[src/rtl/usb_tx_pkg.sv]
// usb_tx_pkg: shared constants and types for the USB transmit encoder.
//   TXS_*       state_val codes driven by the tx control FSM
//   LINE_*      {dplus, dminus} line encodings
//   STUFF_LIMIT run of 1 data bits after which a 0 is stuffed
//   BIT_CLKS_*  short/long bit periods; the S,S,L pattern gives 25 clocks per 3 bits
package usb_tx_pkg;

    localparam logic [2:0] TXS_IDLE   = 3'd0;
    localparam logic [2:0] TXS_PID    = 3'd1;
    localparam logic [2:0] TXS_SYNC   = 3'd2;
    localparam logic [2:0] TXS_DATA   = 3'd3;
    localparam logic [2:0] TXS_CRC_HI = 3'd4;
    localparam logic [2:0] TXS_CRC_LO = 3'd5;
    localparam logic [2:0] TXS_EOP1   = 3'd6;
    localparam logic [2:0] TXS_EOP2   = 3'd7;

    localparam logic [1:0] LINE_J   = 2'b10;
    localparam logic [1:0] LINE_K   = 2'b01;
    localparam logic [1:0] LINE_SE0 = 2'b00;

    localparam int STUFF_LIMIT = 6;
    localparam int BIT_CLKS_S  = 8;
    localparam int BIT_CLKS_L  = 9;

    typedef enum logic [1:0] {PH_S0, PH_S1, PH_L} bit_phase_e;

    function automatic logic is_data_state(input logic [2:0] s);
        return s >= TXS_PID && s <= TXS_CRC_LO;
    endfunction

endpackage

[src/rtl/usb_tx_if.sv]
// usb_tx_if: control/handshake bundle between the tx control FSM and the encoder.
//   enable_timer, clear_timer  bit timer control (FSM -> encoder)
//   load_enable, data_pts      byte write into the holding register (FSM -> encoder)
//   state_val                  current FSM state code (FSM -> encoder)
//   shift_strobe, flag         per-bit strobe and byte-done pulse (encoder -> FSM)
interface usb_tx_if;

    logic       enable_timer;
    logic       clear_timer;
    logic       load_enable;
    logic [7:0] data_pts;
    logic [2:0] state_val;
    logic       shift_strobe;
    logic       flag;

    modport master (
        output enable_timer, clear_timer, load_enable, data_pts, state_val,
        input  shift_strobe, flag
    );

    modport slave (
        input  enable_timer, clear_timer, load_enable, data_pts, state_val,
        output shift_strobe, flag
    );

endinterface

[src/rtl/usb_bit_timer.sv]
// usb_bit_timer: 12 Mbit/s bit period generator from a 100 MHz clock.
//   clk, n_rst     clock, asynchronous active-low reset
//   enable_timer   count while high
//   clear_timer    return count and S,S,L phase to the start; wins over enable
//   shift_strobe   registered one-cycle pulse at the end of each bit period
module usb_bit_timer import usb_tx_pkg::*; #(
    parameter int CLKS_S = BIT_CLKS_S,
    parameter int CLKS_L = BIT_CLKS_L
) (
    input  logic clk,
    input  logic n_rst,
    input  logic enable_timer,
    input  logic clear_timer,
    output logic shift_strobe
);

    bit_phase_e phase, phase_nxt;
    logic [3:0] count, count_nxt;
    logic       last;

    always_comb begin
        last      = count == 4'((phase == PH_L ? CLKS_L : CLKS_S) - 1);
        phase_nxt = phase;
        count_nxt = count;
        if (clear_timer) begin
            phase_nxt = PH_S0;
            count_nxt = '0;
        end else if (enable_timer) begin
            count_nxt = last ? 4'd0 : count + 4'd1;
            if (last)
                phase_nxt = (phase == PH_S0) ? PH_S1 : (phase == PH_S1) ? PH_L : PH_S0;
        end
    end

    // A strobe due on the clearing cycle is still emitted.
    always_ff @(posedge clk or negedge n_rst) begin
        if (!n_rst) begin
            phase        <= PH_S0;
            count        <= '0;
            shift_strobe <= 1'b0;
        end else begin
            phase        <= phase_nxt;
            count        <= count_nxt;
            shift_strobe <= enable_timer && last;
        end
    end

endmodule

[src/rtl/usb_tx_encoder.sv]
// usb_tx_encoder: byte buffering, LSB-first serialisation, bit stuffing and NRZI line drive.
//   clk, n_rst       clock, asynchronous active-low reset
//   bus (slave)      timer control, byte load, state code in; shift_strobe, flag out
//   dplus, dminus    registered USB line outputs (J=10, K=01, SE0=00)
module usb_tx_encoder import usb_tx_pkg::*; (
    input  logic    clk,
    input  logic    n_rst,
    usb_tx_if.slave bus,
    output logic    dplus,
    output logic    dminus
);

    logic       strobe, flag_r, flag_n;
    logic [1:0] line, line_n;
    logic       lvl, lvl_n;
    logic [2:0] ones, ones_n, bit_cnt, bit_cnt_n;
    logic [7:0] shifter, shifter_n, hold, hold_n;
    logic       sh_valid, sh_valid_n, hold_valid, hold_valid_n;
    logic       idle, eop, data_st, stuff, send, shift, boundary, take, toggle;

    usb_bit_timer u_timer (
        .clk          (clk),
        .n_rst        (n_rst),
        .enable_timer (bus.enable_timer),
        .clear_timer  (bus.clear_timer),
        .shift_strobe (strobe)
    );

    assign bus.shift_strobe = strobe;
    assign bus.flag         = flag_r;
    assign {dplus, dminus}  = line;

    always_comb begin
        idle     = bus.state_val == TXS_IDLE;
        eop      = bus.state_val == TXS_EOP1 || bus.state_val == TXS_EOP2;
        data_st  = is_data_state(bus.state_val);
        stuff    = ones == 3'(STUFF_LIMIT);
        send     = strobe && data_st && sh_valid;
        // A pending stuff bit consumes the strobe without advancing the shifter.
        shift    = send && !stuff;
        boundary = shift && bit_cnt == 3'd7;
        // Holding refills the shifter whenever it is, or is about to become, empty.
        take     = !eop && hold_valid && (!sh_valid || boundary);
        toggle   = send && (stuff || !shifter[0]);
        lvl_n        = idle ? 1'b1 : lvl ^ toggle;
        ones_n       = (idle || eop || toggle) ? 3'd0 : shift ? ones + 3'd1 : ones;
        bit_cnt_n    = eop ? 3'd0 : shift ? bit_cnt + 3'd1 : bit_cnt;
        shifter_n    = eop ? 8'd0 : take ? hold : shift ? shifter >> 1 : shifter;
        sh_valid_n   = eop ? 1'b0 : take ? 1'b1 : boundary ? 1'b0 : sh_valid;
        hold_n       = eop ? 8'd0 : bus.load_enable ? bus.data_pts : hold;
        hold_valid_n = !eop && (bus.load_enable || (hold_valid && !take));
        line_n       = idle ? LINE_J :
                       (eop && strobe) ? LINE_SE0 :
                       (data_st && strobe) ? (lvl_n ? LINE_J : LINE_K) : line;
        flag_n       = boundary;
    end

    always_ff @(posedge clk or negedge n_rst) begin
        if (!n_rst) begin
            line       <= LINE_J;
            lvl        <= 1'b1;
            ones       <= '0;
            bit_cnt    <= '0;
            shifter    <= '0;
            sh_valid   <= 1'b0;
            hold       <= '0;
            hold_valid <= 1'b0;
            flag_r     <= 1'b0;
        end else begin
            line       <= line_n;
            lvl        <= lvl_n;
            ones       <= ones_n;
            bit_cnt    <= bit_cnt_n;
            shifter    <= shifter_n;
            sh_valid   <= sh_valid_n;
            hold       <= hold_n;
            hold_valid <= hold_valid_n;
            flag_r     <= flag_n;
        end
    end

endmodule

[src/flat_wrapper.sv]
// flat-port wrapper written by rule: the top's interface ports become plain ports
module usb_tx_encoder_flat import usb_tx_pkg::*;
  (clk, n_rst, dplus, dminus, bus_enable_timer, bus_clear_timer, bus_load_enable, bus_data_pts, bus_state_val, bus_shift_strobe, bus_flag);
  usb_tx_if bus_i ();
  input  logic clk;
  input  logic n_rst;
  output logic dplus;
  output logic dminus;
  input wire logic [$bits(bus_i.enable_timer)-1:0] bus_enable_timer;
  input wire logic [$bits(bus_i.clear_timer)-1:0] bus_clear_timer;
  input wire logic [$bits(bus_i.load_enable)-1:0] bus_load_enable;
  input wire logic [$bits(bus_i.data_pts)-1:0] bus_data_pts;
  input wire logic [$bits(bus_i.state_val)-1:0] bus_state_val;
  output wire logic [$bits(bus_i.shift_strobe)-1:0] bus_shift_strobe;
  output wire logic [$bits(bus_i.flag)-1:0] bus_flag;
  assign bus_i.enable_timer = bus_enable_timer;
  assign bus_i.clear_timer = bus_clear_timer;
  assign bus_i.load_enable = bus_load_enable;
  assign bus_i.data_pts = bus_data_pts;
  assign bus_i.state_val = bus_state_val;
  assign bus_shift_strobe = bus_i.shift_strobe;
  assign bus_flag = bus_i.flag;
  usb_tx_encoder u_core (.clk(clk), .n_rst(n_rst), .bus(bus_i), .dplus(dplus), .dminus(dminus));
endmodule
[config.mk]
export PLATFORM = sky130hd
export DESIGN_NAME = usb_tx_encoder_flat
export DESIGN_NICKNAME = d
export VERILOG_FILES = /design/src/rtl/usb_tx_pkg.sv /design/src/rtl/usb_tx_if.sv /design/src/rtl/usb_bit_timer.sv /design/src/rtl/usb_tx_encoder.sv /design/src/flat_wrapper.sv
export SDC_FILE = /design/constraint.sdc
export NUM_CORES = 1
export LEC_CHECK = 0
export ABC_AREA = 0
export CAP_MARGIN = 20
export CORE_UTILIZATION = 35
export CTS_BUF_LIST = sky130_fd_sc_hd__clkbuf_4
export CTS_CLUSTER_DIAMETER = 100
export DETAILED_ROUTE_END_ITERATION = 6
export GPL_TIMING_DRIVEN = 0
export MAX_ROUTING_LAYER = met4
export PLACE_DENSITY_LB_ADDON = 0.1
export SYNTH_ARGS = -nofsm -noshare
export SYNTH_HDL_FRONTEND = slang
export SYNTH_HIERARCHICAL = 1
export SYNTH_SLANG_ARGS = --single-unit
[constraint.sdc]
create_clock -name clk -period 1.6 [get_ports clk]
set_input_delay 0.32 -clock clk [delete_from_list [all_inputs] [get_ports clk]]
set_output_delay 0.32 -clock clk [all_outputs]
set_load 0.01 [all_outputs]
==> results of run 1 <==
## layer usage
layer  vias to the layer above  GRT usage, %
li1                        639             -
met1                       645          19.4
met4                         0          5.01
met5                         -             -
met2                        30          23.9
met3                         4          3.38
## area by class of cell
cell class / instances / area [um2]
Timing Repair Buffer: 27 / 240
Clock buffer: 6 / 45.0
Tap cell: 52 / 65.1
Multi-Input combinational cell: 116 / 827
Fill cell: 414 / 2390
Sequential cell: 35 / 878
Inverter: 5 / 18.8
Clock inverter: 2 / 7.51
Buffer: 5 / 28.8
## logic make-up (layout without fill, tap and decap cells)
family	count (synthesis)	after routing	synth area share, %
compound gates	25	26	11.4
xor+xnor	4	4	2.07
fa+ha+maj	5	5	3.69
buf+inv	11	45	3.10
flops	35	35	51.8
mux	11	11	6.49
simple gates	70	70	21.4
## cells in the mapped netlist, drive strengths merged, types with 4 or more instances
| cell | count |
|---|---|
| dfrtp | 33 |
| nand2 | 19 |
| nor2 | 17 |
| mux2i | 11 |
| a21oi | 7 |
| nor3 | 7 |
| o21ai | 6 |
| buf | 5 |
| ha | 5 |
| inv | 5 |
| nand4 | 5 |
| a31oi | 4 |
| nand2b | 4 |
| nand3 | 4 |
## state kept, by name (all words and copies together), names as in the netlist, 2 cells and up
name                  cells
u_core/ones               3
u_core/shifter            8
u_core/u_timer/phase      2
u_core/u_timer/count      4
u_core/bit_cnt            3
u_core/hold               8
u_core/line               2
## worst max-delay path: cells and delay by family, from the launching register on
kind                       cells  cell delay [ns]
AOI/OAI and AO/OA              2             0.37
DFF                            1             0.40
and+or+nand+nor                3             0.44
buffers and inverters          1             0.06
adders and majority gates      1             0.20
## power by group through the flow
| stage | registers [mW] | logic, mW | clock network [mW] |
|---|---|---|---|
| 2_1_floorplan | 0.993 | 0.126 | 0 |
| 3_3_place_gp | 1.01 | 0.205 | 0 |
| 3_5_place_dp | 1.01 | 0.209 | 0 |
| 4_1_cts | 0.993 | 0.219 | 0.491 |
| 5_1_grt | 1.00 | 0.244 | 0.522 |
| 6_report | 0.994 | 0.219 | 0.470 |
## final timing paths
| check | from | end | slack [ns] | cells after the start |
|---|---|---|---|---|
| worst max-delay path | u_core/ones[0] | u_core/shifter[5] | 0.03 | 7 |
| worst min-delay path | n_rst | u_core/shifter[3] | 0.07 | 1 |
| worst max register to register | u_core/ones[0] | u_core/shifter[5] | 0.03 | 7 |
| worst min register to register | u_core/line[0] | u_core/line[0] | 0.52 | 2 |
| max in group asynchronous | n_rst | u_core/shifter[6] | 1.02 | 1 |
| min in group clk | bus_state_val[0] | u_core/line[1] | 0.47 | 4 |
## metrics by stage
step,hold slack [ns],total power [mW],TNS (ns),cells,worst slack [ns]
after floorplan,0.0244,1.12,0,161,0.000708
after global placement,0.485,1.21,-28.87,231,-0.581
after detailed placement,0.465,1.22,-10.04,231,-0.521
after CTS,0.0945,1.70,0,246,0.00586
after global routing,0.117,1.77,-0.0145,248,-0.00567
final,0.0676,1.68,0,248,0.0295
## what timing repair did
action	CTS	global route
setup endpoints to repair	17	12
resized for setup	10	9
pin swaps	7	1
gates cloned	1	0
hold buffers	0	0
setup buffers	7	2
==> run_summary.xml, run 1 <==
<?xml version="1.0" encoding="UTF-8"?>
<metrics>
  <group name="run_status">
    <metric name="run_status" unit="">finished, final reports clean</metric>
  </group>
  <group name="floorplan">
    <metric name="ios" unit="">20</metric>
    <metric name="chipHeight" unit="um">71.6</metric>
    <metric name="num_rows" unit="">24</metric>
    <metric name="dieArea" unit="um2">5130</metric>
    <metric name="floorplan.core_area" unit="um2">4500</metric>
    <metric name="initial_util" unit="%">37.6</metric>
    <metric name="die_x" unit="um">71.6</metric>
  </group>
  <group name="global_routing">
    <metric name="grt.overflow.total" unit="">0</metric>
    <metric name="global_route_wire_length_before_repair" unit="mm">5.88</metric>
    <metric name="maximum_number_of_pins_on_one_net_before_global_route_repair" unit="">36</metric>
    <metric name="antenna_found_initial" unit="">0</metric>
    <metric name="globalRouteTotalUtil" unit="%">15.1</metric>
    <metric name="via_count_of_the_first_global_routing_pass" unit="">1293</metric>
  </group>
  <group name="synth">
    <metric name="post_synth_num_cell_types" unit="">40</metric>
    <metric name="share_of_yosys_cell_area_claimed_by_the_top_area_cell_type" unit="%">48.7</metric>
    <metric name="async_flop_share" unit="%">100</metric>
    <metric name="yosys_warnings" unit="">6</metric>
    <metric name="postSynthAreaPerCell" unit="um2">10.5</metric>
    <metric name="syn-instance-count" unit="">161</metric>
    <metric name="syn_nets" unit="">182</metric>
    <metric name="synth-edff-count" unit="">0</metric>
    <metric name="ys_top_cells_by_area" unit="">dfrtp_1 (49%), mux2i_1 (6.5%), nand2_1 (4.2%)</metric>
    <metric name="post_synth_instance_area" unit="um2">1700</metric>
    <metric name="cell_accounting_for_the_most_synthesized_area" unit="">dfrtp_1</metric>
    <metric name="postSynthRegisterBits" unit="">35</metric>
    <metric name="synth_flop_cell" unit="">dfrtp_1</metric>
    <metric name="ys_seq_area_share" unit="%">51.8</metric>
  </group>
  <group name="placed_design">
    <metric name="place.detailed.hpwl" unit="mm">2.34</metric>
    <metric name="placement.cell_area" unit="um2">1940</metric>
    <metric name="gp_congestion" unit="">0.737</metric>
    <metric name="io_buffer_count" unit="">18</metric>
  </group>
  <group name="timing">
    <metric name="grt_setup_unrepaired" unit="">yes</metric>
    <metric name="max_freq" unit="MHz">637</metric>
    <metric name="finalHoldViolations" unit="">0</metric>
    <metric name="final_min_period_over_clock_period" unit="%">98.2</metric>
    <metric name="timing.final.setup_violations" unit="">0</metric>
    <metric name="slew-limit-headroom" unit="%">47.0</metric>
    <metric name="final-max-slew-violation-count" unit="">0</metric>
    <metric name="fin_crit" unit="ns">1.57</metric>
    <metric name="tightest_slew" unit="ns">0.795</metric>
    <metric name="fin_skew" unit="ns">0.00818</metric>
  </group>
  <group name="critical_path">
    <metric name="timing.critical_path.fanout_max" unit="">5</metric>
    <metric name="path_cells" unit="">inv_1 -&gt; ha_2 -&gt; nand2_4 -&gt; nand4_1 -&gt; o21ai_2 -&gt; and3_1 -&gt; a221o_1</metric>
    <metric name="worst_ep_required_time" unit="ns">1.82</metric>
    <metric name="timing.setup.critical_path_class" unit="">register to register</metric>
    <metric name="worst_path_largest_cell_delay" unit="ns">0.40</metric>
    <metric name="timing.critical_path.arrival" unit="ns">1.79</metric>
    <metric name="critPathSlowestCell" unit="">dfrtp_1</metric>
    <metric name="worst_setup_path_end_kind" unit="">register</metric>
    <metric name="critical_path.startpoint_type" unit="">register</metric>
  </group>
  <group name="detailed_routing">
    <metric name="met2RoutedLength" unit="mm">1.65</metric>
    <metric name="viasPerCell" unit="">5.31</metric>
    <metric name="num_vias" unit="">1318</metric>
    <metric name="drt-wirelength-per-cell" unit="um">14.0</metric>
    <metric name="drt-met1-wl" unit="mm">1.66</metric>
    <metric name="top_signal_layer_used" unit="">met4</metric>
    <metric name="dr_wl_met3" unit="um">124</metric>
    <metric name="drt_wl_total" unit="mm">3.46</metric>
    <metric name="drc" unit="">0</metric>
    <metric name="drt_iter0_markers" unit="">92</metric>
    <metric name="drt-pass1-iter-count" unit="">4</metric>
    <metric name="ant_nets" unit="">0</metric>
  </group>
  <group name="clock_network">
    <metric name="tritoncts_clock_tree" unit="">done</metric>
    <metric name="clock_insertion_delay_worst_skew" unit="ns">0.32</metric>
    <metric name="cts-root-buf" unit="">clkbuf_4</metric>
    <metric name="clkSinkCount" unit="">35</metric>
    <metric name="cts_max_path_buffers" unit="">2</metric>
    <metric name="number_of_buffers_inserted_during_clock_tree_synthesis" unit="">5</metric>
    <metric name="clkSlewWorstSetupHoldPaths" unit="ns">0.11</metric>
    <metric name="htree_levels" unit="">2</metric>
  </group>
  <group name="pwr">
    <metric name="share_seq_of_total_power" unit="%">59.1</metric>
    <metric name="p_leak" unit="nW">1.01</metric>
    <metric name="max-vdd-ir-drop" unit="mV">0.365</metric>
    <metric name="power.share.clock" unit="%">28.0</metric>
    <metric name="power_per_cell_area" unit="nW/um2">797</metric>
    <metric name="comb_power_share" unit="%">13.0</metric>
    <metric name="power.share.switching" unit="%">27.1</metric>
    <metric name="cell_internal_pwr" unit="mW">1.23</metric>
    <metric name="p_switching" unit="mW">0.455</metric>
  </group>
  <group name="layout">
    <metric name="final_cell_area" unit="um2">2110</metric>
    <metric name="drive_above_1_share" unit="%">19.4</metric>
    <metric name="layout.cells.most_common_list" unit="">dfrtp_1 (33), nand2_1 (18), nor2_1 (16), clkdlybuf4s50_1 (12), mux2i_1 (11)</metric>
    <metric name="design.final.nets" unit="">216</metric>
    <metric name="utilization" unit="%">46.9</metric>
    <metric name="leading_cell_type_in_the_layout_fill_and_taps_excluded" unit="">dfrtp_1</metric>
    <metric name="insertedDiodeCount" unit="">0</metric>
    <metric name="areaGrowthSynthToFinish" unit="%">24.5</metric>
  </group>
  <group name="min_path">
    <metric name="min_path_type" unit="">input pin to asynchronous set/reset pin</metric>
  </group>
  <group name="flow_run">
    <metric name="max_cap_violations" unit="">0</metric>
  </group>
</metrics>
No activity file was read; power rests on OpenSTA's default activity.
==> inputs of run 2 (changes only) <==
clock period = 1.77 ns   (was 1.6 ns; I/O delays follow)
==> run 2 against run 1 <==
Compared with the run above: hold slack better by 0.022 ns; global-route usage up 1.2 points; sequential share of layout area up 0.75 points; flip-flop and latch count unchanged; routed wire length up 2.6%; cell area down 1.8%; count of clock-buffer cells in the layout up 1; clock power down 4%; first-iteration DRC count down 17%; critical endpoint is now bus_shift_strobe.
==> run_summary.xml, run 2 (same netlist as run 1, synthesis figures left out) <==
<?xml version="1.0" encoding="UTF-8"?>
<metrics>
  <group name="critical_path">
    <metric name="ff2ff_setup_slack" unit="ns">0.11</metric>
    <metric name="timing.critical_path.from" unit="">u_core/u_timer/shift_strobe</metric>
    <metric name="critical_path.startpoint_type" unit="">register</metric>
    <metric name="cells_on_worst_reg2reg_path" unit="">6</metric>
    <metric name="timing.critical_path.arrival" unit="ns">1.35</metric>
    <metric name="crit-reg2reg-launch" unit="">u_core/bit_cnt[0]</metric>
    <metric name="critical_path.endpoint" unit="">bus_shift_strobe</metric>
    <metric name="timing.critical_path.fanout_max" unit="">6</metric>
    <metric name="worst_ep_required_time" unit="ns">1.42</metric>
    <metric name="timing.setup.critical_path_class" unit="">register to output port</metric>
    <metric name="buffers_plus_inverters_on_the_worst_setup_path" unit="">1</metric>
    <metric name="path_depth" unit="">1</metric>
    <metric name="worst_setup_path_end_kind" unit="">output port</metric>
    <metric name="critPathSlowestCell" unit="">clkdlybuf4s50_1</metric>
    <metric name="cpLargestDelayFamily" unit="">buffers and inverters</metric>
    <metric name="worst_path_largest_cell_delay" unit="ns">0.56</metric>
    <metric name="r2r_end" unit="">u_core/shifter[3]</metric>
    <metric name="path_cells" unit="">clkdlybuf4s50_1</metric>
  </group>
  <group name="clock_network">
    <metric name="postCtsHoldBufs" unit="">0</metric>
    <metric name="cts-root-buf" unit="">clkbuf_4</metric>
    <metric name="htree_levels" unit="">2</metric>
    <metric name="tritoncts_clock_tree" unit="">done</metric>
    <metric name="clkSinkCount" unit="">35</metric>
    <metric name="number_of_buffers_inserted_during_clock_tree_synthesis" unit="">5</metric>
    <metric name="clock_insertion_delay_worst_skew" unit="ns">0.33</metric>
    <metric name="cts_max_path_buffers" unit="">2</metric>
    <metric name="clkSlewWorstSetupHoldPaths" unit="ns">0.11</metric>
  </group>
  <group name="detailed_routing">
    <metric name="drt_iter0_markers" unit="">76</metric>
    <metric name="viasPerCell" unit="">5.35</metric>
    <metric name="drt_wl_total" unit="mm">3.55</metric>
    <metric name="drt-wirelength-per-cell" unit="um">14.5</metric>
    <metric name="drt-pass1-iter-count" unit="">4</metric>
    <metric name="num_vias" unit="">1310</metric>
    <metric name="drc" unit="">0</metric>
    <metric name="ant_nets" unit="">0</metric>
  </group>
  <group name="layout">
    <metric name="design.final.nets" unit="">213</metric>
    <metric name="final_cell_area" unit="um2">2070</metric>
    <metric name="final.fill_count" unit="">437</metric>
    <metric name="drive_above_1_share" unit="%">17.6</metric>
    <metric name="layout.cells.most_common_list" unit="">dfrtp_1 (33), nand2_1 (18), nor2_1 (17), clkdlybuf4s50_1 (14), mux2i_1 (11)</metric>
    <metric name="insertedDiodeCount" unit="">0</metric>
    <metric name="leading_cell_type_in_the_layout_fill_and_taps_excluded" unit="">dfrtp_1</metric>
    <metric name="multiInputGateArea" unit="um2">803</metric>
    <metric name="areaGrowthSynthToFinish" unit="%">22.3</metric>
    <metric name="register_area" unit="um2">878</metric>
    <metric name="layout.cells.non_filler" unit="">245</metric>
    <metric name="largestRegisters" unit="">u_core/hold: 8 flops, u_core/shifter: 8 flops, u_core/u_timer/count: 4 flops</metric>
  </group>
  <group name="run_status">
    <metric name="run_status" unit="">finished, final reports clean</metric>
  </group>
  <group name="timing">
    <metric name="finalHoldViolations" unit="">0</metric>
    <metric name="fin_crit" unit="ns">1.70</metric>
    <metric name="final-max-slew-violation-count" unit="">0</metric>
    <metric name="fin_skew" unit="ns">0.00841</metric>
    <metric name="max_freq" unit="MHz">589</metric>
    <metric name="tightest_slew" unit="ns">0.793</metric>
    <metric name="final_min_period_over_clock_period" unit="%">96.0</metric>
    <metric name="slew-limit-headroom" unit="%">47.1</metric>
    <metric name="fin_tns_setup" unit="ns">0</metric>
    <metric name="timing.final.setup_violations" unit="">0</metric>
  </group>
  <group name="global_routing">
    <metric name="antenna_found_initial" unit="">0</metric>
    <metric name="globalRouteTotalUtil" unit="%">16.3</metric>
    <metric name="global_route_wire_length_before_repair" unit="mm">6.23</metric>
    <metric name="via_count_of_the_first_global_routing_pass" unit="">1336</metric>
    <metric name="maximum_number_of_pins_on_one_net_before_global_route_repair" unit="">36</metric>
    <metric name="grt.overflow.total" unit="">0</metric>
  </group>
  <group name="floorplan">
    <metric name="initial_util" unit="%">37.6</metric>
    <metric name="die_x" unit="um">71.6</metric>
    <metric name="chipHeight" unit="um">71.6</metric>
    <metric name="num_rows" unit="">24</metric>
    <metric name="ios" unit="">20</metric>
    <metric name="floorplan.core_area" unit="um2">4500</metric>
    <metric name="dieArea" unit="um2">5130</metric>
  </group>
  <group name="pwr">
    <metric name="p_leak" unit="nW">0.994</metric>
    <metric name="design_power_total" unit="mW">1.55</metric>
    <metric name="max-vdd-ir-drop" unit="mV">0.347</metric>
    <metric name="power_per_cell_area" unit="nW/um2">745</metric>
  </group>
  <group name="min_path">
    <metric name="min_path_type" unit="">input pin to asynchronous set/reset pin</metric>
  </group>
  <group name="placed_design">
    <metric name="place.detailed.hpwl" unit="mm">2.43</metric>
    <metric name="io_buffer_count" unit="">18</metric>
    <metric name="placement.cell_area" unit="um2">1940</metric>
    <metric name="placed_cells_incl_taps" unit="">231</metric>
    <metric name="gp_congestion" unit="">0.769</metric>
  </group>
  <group name="flow_run">
    <metric name="max_cap_violations" unit="">0</metric>
  </group>
</metrics>
[run 2: worst register-to-register path: stages (launching register included)]
cell and delay, ns:
dfrtp_1 0.42, ha_1 0.21, ha_1 0.25, inv_1 0.14, o21ai_2 0.10, and3_1 0.17, a221o_1 0.26
[run 2: how the worst min path moves through the flow]
| stage | slack [ns] | from | end |
|---|---|---|---|
| final | 0.09 | n_rst | u_core/shifter[5] |
| after floorplan | 0.06 | n_rst | u_core/bit_cnt[0] |
| after global routing | 0.13 | n_rst | u_core/hold[5] |
| after detailed placement | 0.48 | n_rst | u_core/shifter[5] |
| after CTS | 0.11 | n_rst | u_core/ones[2] |
| after global placement | 0.48 | u_core/bit_cnt[1] | u_core/bit_cnt[1] |
[run 2: metal layers]
metal	global-route usage (%)	share of wire (%)	wire length, um
met5	-	0	0
met4	6.54	1.8	63
met3	4.92	4.3	152
met2	25.5	47	1670
met1	19.8	47	1670
[run 2: what timing repair did]
action / 4_1_cts / 5_1_grt
setup endpoints to repair: 9 / 10
pin swaps: 1 / 3
gates resized for setup: 2 / 7
cloned: 1 / 0
buffers inserted: 2 / 3
[run 2: metrics by stage]
| step | hold slack [ns] | setup slack [ns] | util [%] |
|---|---|---|---|
| 3_3_place_gp | 0.484 | -0.425 | 43.1 |
| 2_1_floorplan | 0.0584 | 0.163 | - |
| 4_1_cts | 0.108 | 0.0225 | 44.9 |
| 6_report | 0.0901 | 0.0710 | 46.0 |
| 5_1_grt | 0.128 | -0.00281 | 46.0 |
| 3_5_place_dp | 0.485 | -0.420 | 43.0 |
[run 2: area by class of cell]
class,instances,share of cell area (%)
well taps,52,3.14
multi-input cells,116,38.7
repair buffers,23,10.4
clock inverters,1,0.241
clock buffers,7,2.53
plain buffers,6,1.63
inverters,5,0.905
flip-flops and latches,35,42.4
[run 2: power breakdown]
group          total (mW)  switching [mW]  internal (mW)
combinational       0.194           0.104         0.0907
sequential          0.898          0.0442          0.854
clock               0.453           0.268          0.186
total                1.55           0.415           1.13
==> inputs of run 3 (changes only) <==
ABC_AREA = default   (was 0)
==> results of run 3 <==
Final layout, timing and power as in run 2 (identical DEF).
